===== config.mk =====
export PLATFORM = sky130hd
export DESIGN_NAME = writeback_unit
export DESIGN_NICKNAME = d
export VERILOG_FILES = /design/src/rtl/writeback_unit.sv
export SDC_FILE = /design/constraint.sdc
export NUM_CORES = 1
export LEC_CHECK = 0
export ABC_AREA = 1
export CAP_MARGIN = 25
export CORE_ASPECT_RATIO = 2
export CORE_MARGIN = 2
export CORE_UTILIZATION = 48
export DETAILED_ROUTE_END_ITERATION = 16
export PLACE_DENSITY_LB_ADDON = 0.08
export REMOVE_ABC_BUFFERS = 1
export SYNTH_ARGS = -nofsm -noshare
export SYNTH_HDL_FRONTEND = slang
export SYNTH_SLANG_ARGS = --single-unit

===== constraint.sdc =====
create_clock -name reloj -period 2.3 [get_ports reloj]
set_clock_uncertainty 0.1 [all_clocks]
set_input_delay 0.46 -clock reloj [delete_from_list [all_inputs] [get_ports reloj]]
set_output_delay 0.46 -clock reloj [all_outputs]
set_load 0.05 [all_outputs]

===== src/rtl/writeback_unit.sv =====
`default_nettype none
// ============================================================================
//  Module   : writeback_unit
//  Purpose  : Final (WB) pipeline stage. It registers the MEM-stage result,
//             selects the ALU result or aligned/extended load data, and
//             drives the write side of the decode register bank. It also
//             raises bypass-match flags for decode and counts retired
//             instructions.
//  Ports    : reloj/reset              clock (rising) / sync active-high reset
//             MEM_VALID, STALL         stage capture control
//             ALU_RES, MEM_DATA        MEM-stage result and raw load word
//             DIR_DEST, REG_WRITE,
//             MEM_TO_REG, LOAD_SIZE,
//             LOAD_SIGNED              destination and writeback controls
//             DIR_A, DIR_B             decode read addresses (bypass compare)
//             DIR_WRA, DI, REG_WR      register-bank write port (REG_WR low)
//             FWD_A, FWD_B             pending write matches DIR_A / DIR_B
//             MISALIGN                 sticky misaligned-load flag
//             RETIRED                  retired-instruction count
//  Revision : 1.0  initial release
// ============================================================================
module writeback_unit #(
    parameter int CNT_W = 32
) (
    input  logic             reloj,
    input  logic             reset,
    input  logic             MEM_VALID,
    input  logic             STALL,
    input  logic [31:0]      ALU_RES,
    input  logic [31:0]      MEM_DATA,
    input  logic [4:0]       DIR_DEST,
    input  logic             REG_WRITE,
    input  logic             MEM_TO_REG,
    input  logic [1:0]       LOAD_SIZE,
    input  logic             LOAD_SIGNED,
    input  logic [4:0]       DIR_A,
    input  logic [4:0]       DIR_B,
    output logic [4:0]       DIR_WRA,
    output logic [31:0]      DI,
    output logic             REG_WR,
    output logic             FWD_A,
    output logic             FWD_B,
    output logic             MISALIGN,
    output logic [CNT_W-1:0] RETIRED
);

    localparam logic [1:0] c_size_half = 2'b01;
    localparam logic [1:0] c_size_byte = 2'b10;

    // Stage register
    logic             r_valid;
    logic [31:0]      r_alu;
    logic [31:0]      r_mem_data;
    logic [4:0]       r_dest;
    logic             r_reg_write;
    logic             r_mem_to_reg;
    logic [1:0]       r_load_size;
    logic             r_load_signed;
    logic             r_written;
    logic             r_misalign;
    logic [CNT_W-1:0] r_retired;

    logic [1:0]       w_ofs;
    logic [15:0]      w_half;
    logic [7:0]       w_byte;
    logic [31:0]      w_load;
    logic             w_is_word;
    logic             w_misalign;
    logic             w_we;

    // The byte offset is simply the low bits of the captured address.
    assign w_ofs = r_alu[1:0];

    always_comb begin
        w_half = w_ofs[1] ? r_mem_data[31:16] : r_mem_data[15:0];
        case (w_ofs)
            2'b00:   w_byte = r_mem_data[7:0];
            2'b01:   w_byte = r_mem_data[15:8];
            2'b10:   w_byte = r_mem_data[23:16];
            default: w_byte = r_mem_data[31:24];
        endcase
        case (r_load_size)
            c_size_half: w_load = {{16{r_load_signed & w_half[15]}}, w_half};
            c_size_byte: w_load = {{24{r_load_signed & w_byte[7]}}, w_byte};
            default:     w_load = r_mem_data;   // 00 and 11 both mean word
        endcase
    end

    assign w_is_word  = (r_load_size != c_size_half) && (r_load_size != c_size_byte);
    assign w_misalign = r_mem_to_reg &&
                        ((w_is_word && (w_ofs != 2'b00)) ||
                         ((r_load_size == c_size_half) && w_ofs[0]));

    // The written flag blocks a second strobe while STALL holds the same
    // instruction in the stage.
    assign w_we = r_valid && r_reg_write && (r_dest != 5'd0) &&
                  !w_misalign && !r_written;

    always_ff @(posedge reloj) begin
        if (reset) begin
            r_valid       <= 1'b0;
            r_alu         <= 32'd0;
            r_mem_data    <= 32'd0;
            r_dest        <= 5'd0;
            r_reg_write   <= 1'b0;
            r_mem_to_reg  <= 1'b0;
            r_load_size   <= 2'b00;
            r_load_signed <= 1'b0;
            r_written     <= 1'b0;
            r_misalign    <= 1'b0;
            r_retired     <= '0;
        end else begin
            if (r_valid && !r_written) begin
                r_retired <= r_retired + {{(CNT_W-1){1'b0}}, 1'b1};
            end
            if (r_valid && w_misalign) begin
                r_misalign <= 1'b1;
            end
            if (!STALL) begin
                r_valid       <= MEM_VALID;
                r_alu         <= ALU_RES;
                r_mem_data    <= MEM_DATA;
                r_dest        <= DIR_DEST;
                r_reg_write   <= REG_WRITE;
                r_mem_to_reg  <= MEM_TO_REG;
                r_load_size   <= LOAD_SIZE;
                r_load_signed <= LOAD_SIGNED;
                r_written     <= 1'b0;
            end else if (r_valid) begin
                r_written <= 1'b1;
            end
        end
    end

    assign DIR_WRA  = r_dest;
    assign DI       = r_mem_to_reg ? w_load : r_alu;
    assign REG_WR   = !w_we;
    assign FWD_A    = w_we && (r_dest == DIR_A);
    assign FWD_B    = w_we && (r_dest == DIR_B);
    // Flag shows during the offending WB cycle and stays until reset.
    assign MISALIGN = r_misalign || (r_valid && w_misalign);
    assign RETIRED  = r_retired;

endmodule
`default_nettype wire


==> reports/results.ini <==
[clocking]
clkLatencyLatePin_ns = 0.35
htreeDepth = 3
ctsHoldBuffers = 0
clockBufferDepth = 2
cts_root_buffer = clkbuf_16
cts_buffers = 9
cts_tree = done
cts_num_sinks = 109
clk_pin_slew_worst_paths_ns = 0.07

[sta]
setup_viol = 34
rsz0062_at_grt = yes
fin_hold_ws_ns = 0.358
worstMarginPinSlew_ns = 0.512
fin_ws_ns = -0.151
max_freq_mhz = 408
post-route-min-period_ns = 2.45
setup_tns_ns = -3.74
maxSlewViolCount = 0
slew_headroom = 0.657
post-route-period-util = 1.07
timing_hold_violations_final = 0

[global_route]
grt.overflow.total = 0
grt_pass1_vias = 6022
grt_max_degree = 68
antenna_found_initial = 0
grt_pass1_wl_um = 27100
groute.usage.overall = 0.278

[routing]
first_iter_violations = 202
vias = 6038
drc = 0
routed_via_density = 5.35
drtAntennaViolNets = 0
drt_pass1_iterations = 5
wl_per_cell_um = 15.3
wl_um = 17200

[worst_setup_path]
regToRegStartpoint = RETIRED[1]
crit_type = flip-flop to primary output
rrSetupSlack_ns = 0.52
arrival_ns = 1.89
r2r-end = RETIRED[28]
critPathLaunchType = flip-flop
critPathCaptureType = primary output
required_ns = 1.74
crit_path_max_fanout = 8
worstRegToRegCells = 9

[synth]
synth_top_area_share = 0.400
netlist_instances = 813
synthSimpleGateAreaFrac = 0.300
yosys.area_share.adder = 0.00688
synth_top_family_by_area = simple AND/OR/NAND/NOR gates
ys_types = 37
syn_area_mm2 = 0.00546
synth-compound-area-share = 0.193
yosysTopAreaCell = dfxtp_1
yosysWarningCount = 0
ys_seq_elements = 109
seq_area_frac_synth = 0.400
synth_xor_area_frac = 0.0225
synth_area_leaders = dfxtp_1, nor2_1, o21ai_0
syn_avg_cell_area_um2 = 6.71
muxShareOfSynthArea = 0

[floorplanning]
start_util = 0.487
die_h_um = 155
die_w_um = 79.4
die_area_mm2 = 0.0123
core_mm2 = 0.0112
ios = 161
fp-row-count = 55

[worst_hold_path]
holdPathStages = 2
hp-start = r_misalign
hold_path_end = r_misalign
hold_class = flip-flop to flip-flop

[run]
cap_violations = 0

[final_layout]
num_antenna_cells = 0
final_common_cell = nor2_1
area_delta_synth_final_pct = 50.4
fin_util = 0.732
postLayoutCellArea_mm2 = 0.00821
layout_common_cells = nor2_1, clkdlybuf4s50_1, nand2_1, dfxtp_1, o21ai_0
finalNetCount = 1072
n_fill_cell = 921
drive_above_1_share = 0.182

[place]
hpwl_um = 12200
place.gp.congestion = 0.880
dpl_cell_area_mm2 = 0.00723
numPortBuffers = 160

[power_and_ir_drop]
power_density_mw_per_mm2 = 593
ir_worst_vdd_mv = 0.441
leakage_nw = 3.26
total_power_mw = 4.87

[outcome]
status = complete, but fails checks
violations = setup timing

cells in the mapped netlist (all sizes together):
master,instances
buf,12
clkinv,1
nor3b,1
a21oi,86
inv,55
a31oi,2
nand3,29
a211oi,1
nand2,123
nor4,1
clkbuf,31
xnor2,10
ha,3
o211ai,7
or2,1
o21ai,105
dfxtp,109
o21a,2
nor2,212
nor3,8
xor2,4
a32oi,1
nand4,9
metrics by stage:
step | std cells | setup slack (ns)
after floorplan | 770 | -1.85
after global placement | 1097 | 0.0997
after detailed placement | 1097 | 0.0744
after CTS | 1127 | -0.141
after global routing | 1128 | -0.218
final | 1128 | -0.151
per-layer routing:
layer | up-vias | share of wire | global-route usage
li1 | 2980 | - | -
met1 | 2784 | 0.36 | 0.277
met2 | 214 | 0.55 | 0.533
met3 | 60 | 0.037 | 0.0327
met4 | 0 | 0.053 | 0.159
met5 | - | 0 | 0
cell type report:
| class | instances | area, um^2 | area share |
|---|---|---|---|
| clock buffer | 9 | 225 | 0.0274 |
| multi-input combinational | 605 | 3230 | 0.393 |
| clock inverter | 7 | 50.0 | 0.00610 |
| timing repair buffer | 200 | 2110 | 0.257 |
| sequential | 109 | 2190 | 0.267 |
| tap | 142 | 178 | 0.0216 |
| inverter | 56 | 223 | 0.0271 |
logic make-up (layout without fill, tap and decap cells):
family          Yosys count  after routing
flops                   109            109
compound gates          204            204
simple gates            384            384
fa+ha+maj                 3              3
xor+xnor                 14             14
buf+inv                  99            272
power breakdown:
group,switching (mW),internal [mW],total [mW]
registers,0.0815,1.98,2.06
logic,0.763,0.562,1.32
clock network,0.739,0.740,1.48
total,1.58,3.28,4.87
worst max-delay path by stage:
stage / end / cells past startpoint / start
floorplan: FWD_A / 7 / r_load_size[0]
global placement: FWD_A / 8 / r_load_size[0]
detailed placement: DI[6] / 9 / r_load_size[0]
CTS: DI[23] / 10 / r_load_size[1]
global route: DI[20] / 10 / r_load_size[1]
finish: DI[20] / 10 / r_load_size[1]
repair_timing:
item                       in CTS  in global routing
resized for setup             108                 25
setup endpoints to repair      36                 35
cloned                          2                  0
buffers inserted               12                  0
pin swaps                      18                 15
worst max-delay path, stage by stage (launching register included):
cell and delay, ns:
dfxtp_4 0.37, inv_4 0.06, ha_4 0.15, inv_4 0.05, a21oi_2 0.12, o21ai_2 0.09
nand2_2 0.09, nand3_4 0.11, buf_16 0.20, a21oi_4 0.14, buf_6 0.17
Note: power is estimated with default switching activity, not from simulation.
